File: src/rtl/mem_port_arbiter_if.sv
// rtl/mem_port_arbiter_if.sv - requester and memory-side signal bundle for mem_port_arbiter
interface mem_port_arbiter_if;
   // fetch requester
   logic        if_req;
   logic [31:0] if_addr;
   logic        if_ack;
   logic [31:0] if_data;
   // load requester
   logic        ld_req;
   logic [31:0] ld_addr;
   logic        ld_ack;
   logic [31:0] ld_data;
   // store requester
   logic        st_req;
   logic [31:0] st_addr;
   logic [31:0] st_data;
   logic [2:0]  st_type;
   logic        st_ack;
   logic        st_err;
   // memory ports
   logic        mem_inst_req;
   logic [31:0] mem_inst_addr;
   logic [31:0] mem_inst_rdata;
   logic        mem_ld_req;
   logic [31:0] mem_ld_addr;
   logic [31:0] mem_ld_rdata;
   logic        mem_wr_req;
   logic [31:0] mem_wr_addr;
   logic [31:0] mem_wr_data;
   logic [2:0]  mem_wr_type;
   logic        busy;

   // arbiter view
   modport slave (
      input  if_req, if_addr, ld_req, ld_addr, st_req, st_addr, st_data, st_type,
             mem_inst_rdata, mem_ld_rdata,
      output if_ack, if_data, ld_ack, ld_data, st_ack, st_err,
             mem_inst_req, mem_inst_addr, mem_ld_req, mem_ld_addr,
             mem_wr_req, mem_wr_addr, mem_wr_data, mem_wr_type, busy
   );

   // requesters plus memory view
   modport master (
      output if_req, if_addr, ld_req, ld_addr, st_req, st_addr, st_data, st_type,
             mem_inst_rdata, mem_ld_rdata,
      input  if_ack, if_data, ld_ack, ld_data, st_ack, st_err,
             mem_inst_req, mem_inst_addr, mem_ld_req, mem_ld_addr,
             mem_wr_req, mem_wr_addr, mem_wr_data, mem_wr_type, busy
   );
endinterface

File: src/rtl/mem_port_arbiter.sv
// rtl/mem_port_arbiter.sv - fetch/load/store arbiter onto a single fixed-latency memory
module mem_port_arbiter #(
   parameter int MEM_LAT      = 2,
   parameter int STARVE_LIMIT = 4
) (
   input  logic              clk,
   input  logic              rst,
   mem_port_arbiter_if.slave bus
);
   localparam int CW = $clog2(MEM_LAT + 1);
   localparam int SW = $clog2(STARVE_LIMIT + 1);

   typedef enum logic [1:0] {IDLE, ISSUE, WAIT, DONE} state_t;
   typedef enum logic [1:0] {G_NONE, G_IF, G_LD, G_ST} grant_t;

   state_t         state;
   state_t         state_nxt;
   grant_t         grant;
   grant_t         grant_sel;
   logic [CW-1:0]  count;
   logic [SW-1:0]  starve;
   logic           st_illegal;
   logic           any_req;
   logic           starved;
   logic           st_legal;

   assign any_req  = bus.if_req | bus.ld_req | bus.st_req;
   assign starved  = (starve == SW'(STARVE_LIMIT));
   assign st_legal = (bus.st_type <= 3'b010);
   assign bus.busy = (state != IDLE);

   // pick the winner: a starved fetch beats everything, otherwise store > load > fetch
   always_comb begin
      grant_sel = G_NONE;
      if (bus.if_req && starved)
         grant_sel = G_IF;
      else if (bus.st_req)
         grant_sel = G_ST;
      else if (bus.ld_req)
         grant_sel = G_LD;
      else if (bus.if_req)
         grant_sel = G_IF;
   end

   // state register
   always_ff @(posedge clk or posedge rst) begin
      if (rst)
         state <= IDLE;
      else
         state <= state_nxt;
   end

   // next-state logic; an illegal store skips the memory and the latency wait
   always_comb begin
      state_nxt = state;
      case (state)
         IDLE:  if (any_req) state_nxt = ISSUE;
         ISSUE: state_nxt = (grant == G_ST && st_illegal) ? DONE : WAIT;
         WAIT:  if (count == '0) state_nxt = DONE;
         DONE:  state_nxt = IDLE;
         default: state_nxt = IDLE;
      endcase
   end

   // grant/operand capture, memory pulses, latency count, read-data capture and acks
   always_ff @(posedge clk or posedge rst) begin
      if (rst) begin
         grant             <= G_NONE;
         count             <= '0;
         starve            <= '0;
         st_illegal        <= 1'b0;
         bus.if_ack        <= 1'b0;
         bus.if_data       <= '0;
         bus.ld_ack        <= 1'b0;
         bus.ld_data       <= '0;
         bus.st_ack        <= 1'b0;
         bus.st_err        <= 1'b0;
         bus.mem_inst_req  <= 1'b0;
         bus.mem_inst_addr <= '0;
         bus.mem_ld_req    <= 1'b0;
         bus.mem_ld_addr   <= '0;
         bus.mem_wr_req    <= 1'b0;
         bus.mem_wr_addr   <= '0;
         bus.mem_wr_data   <= '0;
         bus.mem_wr_type   <= '0;
      end else begin
         // pulses and acks last exactly one cycle
         bus.mem_inst_req <= 1'b0;
         bus.mem_ld_req   <= 1'b0;
         bus.mem_wr_req   <= 1'b0;
         bus.if_ack       <= 1'b0;
         bus.ld_ack       <= 1'b0;
         bus.st_ack       <= 1'b0;
         bus.st_err       <= 1'b0;
         case (state)
            IDLE: begin
               if (any_req) begin
                  grant <= grant_sel;
                  case (grant_sel)
                     G_IF: begin
                        bus.mem_inst_addr <= bus.if_addr;
                        bus.mem_inst_req  <= 1'b1;
                     end
                     G_LD: begin
                        bus.mem_ld_addr <= bus.ld_addr;
                        bus.mem_ld_req  <= 1'b1;
                     end
                     G_ST: begin
                        bus.mem_wr_addr <= bus.st_addr;
                        bus.mem_wr_data <= bus.st_data;
                        bus.mem_wr_type <= bus.st_type;
                        bus.mem_wr_req  <= st_legal;
                        st_illegal      <= !st_legal;
                     end
                     default: ;
                  endcase
                  if (grant_sel == G_IF)
                     starve <= '0;
                  else if (bus.if_req && !starved)
                     starve <= starve + SW'(1);
               end
            end
            ISSUE: begin
               count <= CW'(MEM_LAT - 1);
               if (grant == G_ST && st_illegal) begin
                  bus.st_ack <= 1'b1;
                  bus.st_err <= 1'b1;
               end
            end
            WAIT: begin
               if (count == '0) begin
                  case (grant)
                     G_IF: begin
                        bus.if_data <= bus.mem_inst_rdata;
                        bus.if_ack  <= 1'b1;
                     end
                     G_LD: begin
                        bus.ld_data <= bus.mem_ld_rdata;
                        bus.ld_ack  <= 1'b1;
                     end
                     G_ST: bus.st_ack <= 1'b1;
                     default: ;
                  endcase
               end else begin
                  count <= count - CW'(1);
               end
            end
            default: ;
         endcase
      end
   end
endmodule

File: src/flat_wrapper.sv
// flat-port wrapper written by rule: the top's interface ports become plain ports
module mem_port_arbiter_flat 
#(
   parameter int MEM_LAT      = 2,
   parameter int STARVE_LIMIT = 4
)
  (clk, rst, bus_if_req, bus_if_addr, bus_ld_req, bus_ld_addr, bus_st_req, bus_st_addr, bus_st_data, bus_st_type, bus_mem_inst_rdata, bus_mem_ld_rdata, bus_if_ack, bus_if_data, bus_ld_ack, bus_ld_data, bus_st_ack, bus_st_err, bus_mem_inst_req, bus_mem_inst_addr, bus_mem_ld_req, bus_mem_ld_addr, bus_mem_wr_req, bus_mem_wr_addr, bus_mem_wr_data, bus_mem_wr_type, bus_busy);
  mem_port_arbiter_if bus_i ();
  input  logic clk;
  input  logic rst;
  input wire logic [$bits(bus_i.if_req)-1:0] bus_if_req;
  input wire logic [$bits(bus_i.if_addr)-1:0] bus_if_addr;
  input wire logic [$bits(bus_i.ld_req)-1:0] bus_ld_req;
  input wire logic [$bits(bus_i.ld_addr)-1:0] bus_ld_addr;
  input wire logic [$bits(bus_i.st_req)-1:0] bus_st_req;
  input wire logic [$bits(bus_i.st_addr)-1:0] bus_st_addr;
  input wire logic [$bits(bus_i.st_data)-1:0] bus_st_data;
  input wire logic [$bits(bus_i.st_type)-1:0] bus_st_type;
  input wire logic [$bits(bus_i.mem_inst_rdata)-1:0] bus_mem_inst_rdata;
  input wire logic [$bits(bus_i.mem_ld_rdata)-1:0] bus_mem_ld_rdata;
  output wire logic [$bits(bus_i.if_ack)-1:0] bus_if_ack;
  output wire logic [$bits(bus_i.if_data)-1:0] bus_if_data;
  output wire logic [$bits(bus_i.ld_ack)-1:0] bus_ld_ack;
  output wire logic [$bits(bus_i.ld_data)-1:0] bus_ld_data;
  output wire logic [$bits(bus_i.st_ack)-1:0] bus_st_ack;
  output wire logic [$bits(bus_i.st_err)-1:0] bus_st_err;
  output wire logic [$bits(bus_i.mem_inst_req)-1:0] bus_mem_inst_req;
  output wire logic [$bits(bus_i.mem_inst_addr)-1:0] bus_mem_inst_addr;
  output wire logic [$bits(bus_i.mem_ld_req)-1:0] bus_mem_ld_req;
  output wire logic [$bits(bus_i.mem_ld_addr)-1:0] bus_mem_ld_addr;
  output wire logic [$bits(bus_i.mem_wr_req)-1:0] bus_mem_wr_req;
  output wire logic [$bits(bus_i.mem_wr_addr)-1:0] bus_mem_wr_addr;
  output wire logic [$bits(bus_i.mem_wr_data)-1:0] bus_mem_wr_data;
  output wire logic [$bits(bus_i.mem_wr_type)-1:0] bus_mem_wr_type;
  output wire logic [$bits(bus_i.busy)-1:0] bus_busy;
  assign bus_i.if_req = bus_if_req;
  assign bus_i.if_addr = bus_if_addr;
  assign bus_i.ld_req = bus_ld_req;
  assign bus_i.ld_addr = bus_ld_addr;
  assign bus_i.st_req = bus_st_req;
  assign bus_i.st_addr = bus_st_addr;
  assign bus_i.st_data = bus_st_data;
  assign bus_i.st_type = bus_st_type;
  assign bus_i.mem_inst_rdata = bus_mem_inst_rdata;
  assign bus_i.mem_ld_rdata = bus_mem_ld_rdata;
  assign bus_if_ack = bus_i.if_ack;
  assign bus_if_data = bus_i.if_data;
  assign bus_ld_ack = bus_i.ld_ack;
  assign bus_ld_data = bus_i.ld_data;
  assign bus_st_ack = bus_i.st_ack;
  assign bus_st_err = bus_i.st_err;
  assign bus_mem_inst_req = bus_i.mem_inst_req;
  assign bus_mem_inst_addr = bus_i.mem_inst_addr;
  assign bus_mem_ld_req = bus_i.mem_ld_req;
  assign bus_mem_ld_addr = bus_i.mem_ld_addr;
  assign bus_mem_wr_req = bus_i.mem_wr_req;
  assign bus_mem_wr_addr = bus_i.mem_wr_addr;
  assign bus_mem_wr_data = bus_i.mem_wr_data;
  assign bus_mem_wr_type = bus_i.mem_wr_type;
  assign bus_busy = bus_i.busy;
  mem_port_arbiter #(.MEM_LAT(MEM_LAT), .STARVE_LIMIT(STARVE_LIMIT)) u_core (.clk(clk), .rst(rst), .bus(bus_i));
endmodule
File: config.mk
export PLATFORM = sky130hd
export DESIGN_NAME = mem_port_arbiter_flat
export DESIGN_NICKNAME = d
export VERILOG_FILES = /design/src/rtl/mem_port_arbiter_if.sv /design/src/rtl/mem_port_arbiter.sv /design/src/flat_wrapper.sv
export SDC_FILE = /design/constraint.sdc
export NUM_CORES = 1
export LEC_CHECK = 0
export BUFFER_PORTS_ARGS = -buffer_cell sky130_fd_sc_hd__buf_4
export CAP_MARGIN = 5
export CORE_AREA = 2 2 155 157
export CTS_CLUSTER_DIAMETER = 60
export CTS_CLUSTER_SIZE = 8
export DETAILED_ROUTE_END_ITERATION = 6
export DIE_AREA = 0 0 157 159
export GPL_ROUTABILITY_DRIVEN = 0
export PLACE_DENSITY_LB_ADDON = 0.3
export REMOVE_ABC_BUFFERS = 1
export SLEW_MARGIN = 20
export SYNTH_ARGS = -nofsm -noshare
export SYNTH_HDL_FRONTEND = slang
export SYNTH_SLANG_ARGS = --single-unit
export TNS_END_PERCENT = 20
File: constraint.sdc
create_clock -name clk -period 7.4 [get_ports clk]
set_input_delay 0.37 -clock clk [delete_from_list [all_inputs] [get_ports clk]]
set_output_delay 0.37 -clock clk [all_outputs]
set_load 0.05 [all_outputs]
Word-level counts from Yosys, hierarchy flattened. Cells that the tools add are included. Widths: inputs -> output; s select.

$add $sub $neg: 2. Eq/ne operators: 13. Magnitude comparators: 1. Muxes and demuxes: 32. Bitwise gates (word level): 2. Reductions and logical operators: 19.

Operators with widths (number): $mux 1 (21); $reduce_and 3->1 (6); $eq 2x2->1 const B (6); $mux 2 (6); $pmux 2 s4 (1); $eq 2x1->1 const B (3); $mux 3 (2); $reduce_and 2->1 (3); $reduce_bool 2->1 (3); $logic_not 2->1 (2); $ne 2x1->1 const B (2); $pmux 2 s2 (1); $add 3x1->3 const B (1); $eq 3x3->1 const B (1); $le 3x2->1 const B (1); $logic_and 1x1->1 (3); $logic_not 1->1 (2); $ne 2x2->1 const B (1); $or 1x1->1 (2); $pmux 1 s2 (1); $sub 2x1->2 const B (1).

Input bits: 200. Register bits: 212. Output and inout bits: 203.

Longest topological paths before layout. Gate-level depths: netlist of run 1.

Depth after elaboration: 8. Depth in mapped cells: 8.

Least setup slack after synthesis of run 1. No wires, ideal clock.

Kind: register to register. Start point: register u_core.state[0]. End point: register u_core.bus.mem_inst_addr[0] (netlist name). Setup time: 125 ps. Path buffers: 2. Data arrival time: 1653 ps. Stages on the path, launching flop included: 8. Period minus slack after synthesis: 1778 ps. Slack: 5622 ps. Required time: 7275 ps. Cell sequence: dfrtp_1 -> inv_1 -> ha_1 -> buf_2 -> nand2_1 -> nor2_2 -> buf_6 -> mux2_2.

Cells in the longest elaborated chain, start to end: 2.

RTL lines: from (decl) (RTL line mem_port_arbiter.sv:16) `state_t state;`; from (signal assigned) (RTL line mem_port_arbiter.sv:50) `state <= state_nxt;`; $logic_not 2->1 (RTL line mem_port_arbiter.sv:95) `case (state)`; $reduce_and 3->1 (no source line); to (signal assigned) (RTL line mem_port_arbiter.sv:101) `bus.mem_inst_addr <= bus.if_addr;`; to (decl) (RTL line mem_port_arbiter_if.sv:38) `mem_inst_req, mem_inst_addr, mem_ld_req, mem_ld_addr,`.

No other way between the ends. A chain may end at the register's enable or synchronous reset.

Final worst setup path of run 1.
Start point: register u_core.state[0]. End point: register u_core.bus.mem_wr_data[5] (netlist name).

Cells in the longest elaborated chain, start to end: 2.

RTL lines: $logic_not 2->1 (RTL line mem_port_arbiter.sv:95); $reduce_and 3->1 (no source line); to (signal assigned) (RTL line mem_port_arbiter.sv:110) `bus.mem_wr_data <= bus.st_data;`; to (decl) (RTL line mem_port_arbiter_if.sv:39) `mem_wr_req, mem_wr_addr, mem_wr_data, mem_wr_type, busy`.

No other way between the ends.

==> results.md, run 1 <==
- Outcome: finished clean
- Dominant cell by count in the synthesized netlist: dfrtp_1
- Final period util: a little under a third
- RSZ-0062 raised after global routing: no
- Number of flops mapped to enable cells by yosys: 0
- Layout cell share with drive strength beyond 1: 70.5%
- Post-Synthesis Cells: 490
- CTS max path bufs: 3
- Final Hold Viols: 0
- Data arrival, critical path: between 2 and 3 ns
- Clock Latency Late Sink: ~0.53 ns
- Yosys warns: 0
- Synth cell types: 27
- Syn Area/Cell: 16.7 um^2
- Largest net degree at the start of global routing: 134
- Grt peak-use layer: met2
- Starting density of the core: between 30% and 40%
- Core Area: 23200 um^2
- First-pass GRT wire length: 31800 um
- I/O Pins: between 400 and 500
- CTS root buffer: clkbuf_16
- DRT Wirelength: 20900 um
- Tmin final: 2.33 ns
- Max Transition Viols Final: 0
- Chip width: 157 um
- Die height: approximately 160 um
- Fin Setup TNS: 0 ns
- # nets final: 1112
- Max-slew headroom: 31.8%
- Met3 Track Usage GR: 5.42%
- Worst endpoint required time: 7.81 ns
- Syn Std Cell Area: 8200 um^2
- Fmax: between 400 and 500 MHz
- Tot GR Track Use: 16.1%
- Ys flop type: dfrtp_1
- Hold crit path type: primary input to asynchronous set/reset pin
- # DRC: 0
- Post-CTS Repair Setup Buffers: 0
- Synth top area share: 64.7%
- Vias in the first global route: just under 6000
- IO Port Bufs: 402
- Fin cells: 1228
- WL/cell: 17.0 um
- FF-to-FF setup slack: 5.07 ns
- TritonCTS clock tree: done
- Sequential element share of the synthesized area: 64.7%
- Yosys top cell by area: dfrtp_1
- Clock transition at path regs: around 0.050 ns
- CTS Sinks: approximately 210
- Slew @ Worst Pin: 1.02 ns
- Num CTS Buffers: 31
- Max Cap Violations: 0
- Final core occ: 53.1%
- Num rows: 56
- Ys async rst share: 100%
- Vias: 5546
- TritonRoute pass-1 iters: 4
- Placed cell count: between 1000 and 1500
- Sequential Area: between 5000 and 6000 um^2
- Iter 0 DRT Violations: 151
- ANT cells: 0
- Hold Buf Count CTS: 0
- Count of antenna-violating nets left after detailed routing: 0
- Synth top area cells: dfrtp_1, mux2_2, mux2_4, buf_6, ha_1
- DP HPWL: 15100 um
- H-Tree Depth: 1
- Vias/cell: 4.52
- Initial antenna violation count: 0
- # resized after CTS: 0
- Post-synthesis register bit count: 212
- Final Setup Violations: 0
- Fillers: 1977
- Final Skew: between 0.01 and 0.015 ns
- Multi-input gate area: 2650 um^2
- Met2 GRT Util: around 29%
- CP Max Fanout: 69
- Setup CP Type: register to register
- Met1 Track Usage GR: between 15 and 20%
- Overflow after GRT: 0
- CP endpoint kind: register
- Crit path launch type: register
- Die area: 25000 um^2
- Syn-to-layout area delta: 50.2%
- Commonest cells post-synth: dfrtp_1, mux2_2, mux2_4
## registers in the layout (all words and copies together), names as in the netlist, 2 cells and up
| name | count |
|---|---|
| u_core.count | 2 |
| u_core.grant | 2 |
| u_core.bus.mem_wr_data | 32 |
| u_core.starve | 3 |
| u_core.bus.mem_inst_addr | 32 |
| u_core.bus.ld_data | 32 |
| u_core.bus.mem_wr_addr | 32 |
| u_core.bus.mem_ld_addr | 32 |
| u_core.state | 2 |
| u_core.bus.if_data | 32 |
| u_core.bus.mem_wr_type | 3 |
## kinds of logic (layout without fill, tap and decap cells)
| logic type | after synthesis | in the layout | share of synthesized area [%] |
|---|---|---|---|
| adder cells (fa/ha/maj) | 6 | 6 | 0.916 |
| buffers and inverters | 37 | 456 | 2.96 |
| AO/OA/AOI/OAI | 16 | 16 | 1.21 |
| flip-flops | 212 | 212 | 64.7 |
| multiplexers | 197 | 197 | 28.7 |
| AND/OR/NAND/NOR | 22 | 22 | 1.44 |
## per-layer routing
layer	wire [um]	share of wire, %
met1	7520	36
met2	10900	52
met3	1960	9.4
met4	565	2.7
met5	0	0
## cell usage in the layout (no fill, tap or decap), types with 2 or more instances in the layout
master,instances
clkbuf_8,2
a21oi_1,4
nor2_1,2
clkbuf_16,31
nand4_1,2
mux2_2,159
o21ai_0,6
dfrtp_1,212
nand3_1,3
inv_1,13
ha_1,6
buf_4,405
nand2_1,7
mux2_4,37
## through the flow
stage	setup WS (ns)	area (um^2)	hold WS, ns
2_1_floorplan	1.24	8010	0.456
3_3_place_gp	5.05	11500	0.474
3_5_place_dp	5.09	11500	0.477
4_1_cts	5.06	12300	0.0422
5_1_grt	4.91	12300	0.0468
6_report	5.07	12300	0.0399
## worst paths after layout
kind / startpoint / cells after the start / end
worst max-delay path: u_core.state[0]$_DFFE_PP0P_ / 4 / u_core.bus.mem_wr_data[5]$_DFFE_PP0P_
worst max register to register: u_core.state[0]$_DFFE_PP0P_ / 4 / u_core.bus.mem_wr_data[5]$_DFFE_PP0P_
worst min register to register: u_core.count[1]$_DFFE_PP0P_ / 1 / u_core.count[1]$_DFFE_PP0P_
worst min-delay path: rst / 2 / u_core.bus.mem_inst_addr[15]$_DFFE_PP0P_
min in group clk: bus_mem_ld_rdata[6] / 2 / u_core.bus.ld_data[6]$_DFFE_PP0P_
max in group asynchronous: rst / 3 / u_core.st_illegal$_DFFE_PP0P_
## final cells by class
type / instances / share of cell area, %
Clock inverter: 2 / 0.285
Sequential cell: 212 / 43.1
Timing Repair Buffer: 406 / 24.8
Inverter: 14 / 0.488
Clock buffer: 34 / 6.55
Multi-Input combinational cell: 241 / 21.6
Tap cell: 319 / 3.24
## critical path, stage by stage (launching register included)
cell	delay [ns]
dfrtp_1	0.41
inv_1	0.09
ha_1	0.33
and3_4	0.88
mux2_2	0.42
Power of run 1 is left out: the tool's default activity adds up to more than one toggle a clock period on the data nets, which glitch-free logic cannot reach.
==> run 2: changes to the inputs <==
Clock period 7.4 ns to 2.4 ns, I/O delays scaled along.
==> results.md, run 2 (synthesis gave the netlist of run 1 again) <==
- TritonRoute pass-1 iters: 4
- Slew @ Worst Pin: 0.622 ns
- Hold Buf Count CTS: approximately 200
- Num rows: 56
- Overflow after GRT: 0
- Worst endpoint required time: ~2.8 ns
- CTS Sinks: 212
- Vias/cell: 4.45
- Vias: 6385
- DP HPWL: 15300 um
- Combinational Power Share: 55.5%
- Clock Latency Late Sink: 0.53 ns
- ANT cells: 0
- # resized after CTS: 0
- FF-to-FF setup slack: 0.37 ns
- Clock transition at path regs: 0.05 ns
- Tmin final: 2.03 ns
- Largest stage delay on the critical path: between 0.4 and 0.5 ns
- Num CTS Buffers: 31
- # nets final: 1319
- Post-CTS Repair Setup Buffers: 0
- Final Hold Viols: 0
- Max Transition Viols Final: 0
- Vias in the first global route: about 7200
- Die height: roughly 160 um
- Max-slew headroom: 58.5%
- Initial antenna violation count: 0
- Sequential Power Share: 28.1%
- Final period util: a little over four fifths
- Fillers: 1688
- Sw power: 10.6 mW
- RSZ-0062 raised after global routing: no
- Most frequent cells in the layout: buf_4, dfrtp_1, dlygate4sd3_1, mux2_2, mux2_4
- Fmax: 493 MHz
- Syn-to-layout area delta: 75.7%
- RR Endpoint: u_core.bus.ld_data[0]$_DFFE_PP0P_
- Peak VDD IR: 0.00101 V
- Max Cap Violations: 0
- # DRC: 0
- Core Area: between 20000 and 25000 um^2
- Final Skew: about 0.014 ns
- CTS root buffer: clkbuf_16
- Count of antenna-violating nets left after detailed routing: 0
- Commonest non-fill, non-tap cell in the layout: buf_4
- Tot GR Track Use: 19.1%
- IO Port Bufs: 402
- FF-to-FF Start: u_core.state[0]$_DFFE_PP0P_
- Outcome: finished clean
- CP Max Fanout: 33
- WL/cell: ~17 um
- First-pass GRT wire length: 38000 um
- Chip width: 157 um
- CP endpoint kind: register
- Clk pwr share: 16.4%
- Switching Fraction: 46.7%
- Final Setup Violations: 0
- CTS max path bufs: 3
- I/O Pins: roughly 400
- Final core occ: 62.1%
- Setup CP Type: register to register
- Lkg Pwr: 6.94 nW
- Largest net degree at the start of global routing: 87
- FF-to-FF path depth: 6
- Die area: between 20000 and 25000 um^2
- Crit-path slowest cell: dfrtp_1
- DRT Wirelength: 24400 um
- Ordered list of cells on the worst path: inv_1 -> ha_1 -> nand2_1 -> or3_2 -> buf_4 -> mux2_4
- Pwr/cell area: 1580 nW/um^2
- H-Tree Depth: 1
- Iter 0 DRT Violations: 159
- Hold crit path type: primary input to asynchronous set/reset pin
- Overall Power: roughly 23 mW
- Internal power: 12.1 mW
- Data arrival, critical path: about 2.4 ns
- TritonCTS clock tree: done
- Starting density of the core: 35.3%
- Layout cell share with drive strength beyond 1: 58.1%
- Crit path launch type: register
## run 2: changes by cell type in the layout (fill, tap and decap cells not counted)
cell,previous run,this run
buf_12,0,6
buf_4,405,408
buf_6,1,0
bufinv_16,1,0
clkbuf_1,1,2
clkbuf_8,2,1
clkinvlp_4,0,1
dlygate4sd3_1,0,199
## run 2: worst max path at each step
stage / start / end / slack [ns]
floorplan: rst / u_core.bus.if_ack$_DFF_PP0_ / -3.51
global placement: u_core.state[0]$_DFFE_PP0P_ / u_core.bus.ld_data[18]$_DFFE_PP0P_ / 0.42
detailed placement: u_core.state[0]$_DFFE_PP0P_ / u_core.bus.ld_data[3]$_DFFE_PP0P_ / 0.38
CTS: u_core.state[0]$_DFFE_PP0P_ / u_core.bus.ld_data[0]$_DFFE_PP0P_ / 0.37
global route: u_core.state[0]$_DFFE_PP0P_ / u_core.bus.ld_data[5]$_DFFE_PP0P_ / 0.26
finish: u_core.state[0]$_DFFE_PP0P_ / u_core.bus.ld_data[0]$_DFFE_PP0P_ / 0.37
## run 2: per-stage QoR
| step | worst slack, ns | hold WS, ns | instances | cell area, um^2 | TNS, ns |
|---|---|---|---|---|---|
| CTS | 0.371 | 0.257 | 1435 | 14400 | 0 |
| finish | 0.370 | 0.256 | 1435 | 14400 | 0 |
| detailed placement | 0.379 | 0.274 | 1200 | 11600 | 0 |
| global placement | 0.422 | 0.272 | 1200 | 11600 | 0 |
| floorplan | -3.51 | 0.267 | 467 | 8010 | -792.86 |
| global route | 0.263 | 0.289 | 1435 | 14400 | 0 |
## run 2: metal layers
layer	GRT usage [%]	vias to the layer above	wire, um
met5	0	-	0
met4	6.55	0	742
met3	5.31	56	1900
met2	35.2	275	13000
met1	20.9	3106	8770
li1	-	2948	-
## run 2: area by class of cell
cell class,count,area [um^2],area share [%]
clock buffer,34,797,5.53
clock inverter,2,12.5,0.0869
inverter,14,60.1,0.417
multi-input combinational,241,2650,18.4
sequential,212,5310,36.8
tap,319,399,2.77
timing repair buffer,613,5170,35.9
## run 2: critical path: cells and delay by family (launching register included)
family	cells	cell delay, ns
and+or+nand+nor	2	0.49
buffers and inverters	2	0.42
DFF	1	0.41
muxes	1	0.37
adders and majority gates	1	0.21
## run 2: power groups by stage
| stage | Clock [mW] | Combinational, mW | Sequential (mW) |
|---|---|---|---|
| global route | 4.05 | 13.1 | 6.62 |
| detailed placement | 0 | 12.4 | 6.36 |
| global placement | 0 | 12.2 | 6.32 |
| finish | 3.74 | 12.6 | 6.39 |
| floorplan | 0 | 2.52 | 12.3 |
| CTS | 3.86 | 12.6 | 6.35 |
No activity file was read; power rests on OpenSTA's default activity.
==> run 3: changes to the inputs <==
Clock period 2.4 ns to 2.13 ns, I/O delays scaled along.
==> results.md, run 3 (synthesis gave the netlist of run 1 again) <==
- Pwr/cell area: 1780 nW/um^2
- Fmax: 510 MHz
- Die area: about 25000 um^2
- Most frequent cells in the layout: buf_4, dfrtp_1, dlygate4sd3_1, mux2_2, mux2_4
- CTS Sinks: 212
- Setup CP Type: register to register
- Placed cell areas: 11600 um^2
- First-pass GRT wire length: between 30000 and 40000 um
- Tmin final: 1.96 ns
- CTS root buffer: clkbuf_16
- Final instance area: roughly 14000 um^2
- CP Max Fanout: 33
- Layout cell share with drive strength beyond 1: about three fifths
- Max-slew headroom: a little over two thirds
- Clock transition at path regs: 0.05 ns
- Final Setup Violations: 0
- Vias in the first global route: about 7000
- # DRC: 0
- Vias/cell: 4.46
- FF-to-FF setup slack: 0.17 ns
- RSZ-0062 raised after global routing: no
- IO Port Bufs: 402
- Starting density of the core: 35.3%
- H-Tree Depth: 1
- Commonest non-fill, non-tap cell in the layout: buf_4
- Slew @ Worst Pin: 0.453 ns
- Iter 0 DRT Violations: 206
- Num CTS Buffers: 31
- DP HPWL: between 15000 and 20000 um
- # nets final: about 1300
- Data arrival, critical path: 2.37 ns
- Largest net degree at the start of global routing: slightly above 60
- Chip width: 157 um
- DRT Wirelength: 24300 um
- Clock Latency Late Sink: around 0.54 ns
- Final period util: 92.0%
- Tot GR Track Use: 19.0%
- Vias: roughly 6400
- Final Hold Viols: 0
- CP endpoint kind: register
- Num rows: 56
- Hold crit path type: primary input to asynchronous set/reset pin
- Lkg Pwr: between 6 and 7 nW
- Overflow after GRT: 0
- Syn-to-layout area delta: 75.9%
- Fillers: approximately 1700
- Final Skew: 0.0129 ns
- CTS max path bufs: 3
- Core Area: roughly 23000 um^2
- Max Transition Viols Final: 0
- Outcome: finished clean
- Fin Setup TNS: 0 ns
- # resized after CTS: 0
- Initial antenna violation count: 0
- Max Cap Violations: 0
- Count of antenna-violating nets left after detailed routing: 0
- Peak VDD IR: 0.00110 V
- WL/cell: ~17 um
- TritonRoute pass-1 iters: 4
- Worst endpoint required time: about 2.5 ns
- Die height: 159 um
- TritonCTS clock tree: done
- I/O Pins: 403
- ANT cells: 0
- Crit path launch type: register
run 3: path summary, 6_finish.rpt:
check / start / to / cells past startpoint
min reg2reg: u_core.count[1]$_DFFE_PP0P_ / u_core.count[1]$_DFFE_PP0P_ / 1
max: u_core.state[0]$_DFFE_PP0P_ / u_core.bus.ld_data[9]$_DFFE_PP0P_ / 6
min in group clk: bus_st_addr[23] / u_core.bus.mem_wr_addr[23]$_DFFE_PP0P_ / 3
max reg2reg: u_core.state[0]$_DFFE_PP0P_ / u_core.bus.ld_data[9]$_DFFE_PP0P_ / 6
max in group asynchronous: rst / u_core.bus.if_data[6]$_DFFE_PP0P_ / 4
min: rst / u_core.bus.mem_inst_addr[1]$_DFFE_PP0P_ / 3
run 3: layout make-up:
type / instances / area [um^2] / share of cell area, %
clock buffers: 32 / 779 / 5.41
clock inverters: 3 / 25.0 / 0.174
inverters: 14 / 60.1 / 0.417
multi-input cells: 241 / 2650 / 18.4
flip-flops and latches: 212 / 5310 / 36.8
well taps: 319 / 399 / 2.77
repair buffers: 614 / 5190 / 36.0
run 3: through the flow:
step	power [mW]	instances	hold WS, ns	utilization (%)	worst slack [ns]
after floorplan	16.7	467	0.254	-	-3.77
after global placement	20.9	1201	0.178	50.1	0.264
after detailed placement	21.1	1201	0.182	50.1	0.214
after CTS	25.7	1435	0.161	62.2	0.195
after global routing	26.7	1435	0.198	62.2	0.116
final	25.6	1435	0.175	62.2	0.170
run 3: where the power goes:
part / internal [mW] / switching (mW)
logic: 5.03 / 9.17
registers: 6.06 / 1.16
clock network: 2.54 / 1.63
run 3: timing repair:
action                    CTS  global route
setup buffers               0             0
hold endpoints to repair  257             0
hold buffers              199             0
run 3: critical path, cell delays in order (launching register included):
cell,delay [ns]
dfrtp_1,0.41
inv_1,0.10
ha_1,0.21
nand2_1,0.11
or3_2,0.45
buf_12,0.21
mux2_4,0.32
run 3: metal layers:
layer	wire [um]	global-route usage, %	vias to the layer above
met5	0	0	-
met4	749	5.67	0
met3	1910	5.28	51
met2	12900	35.4	270
met1	8770	20.6	3117
li1	-	-	2957
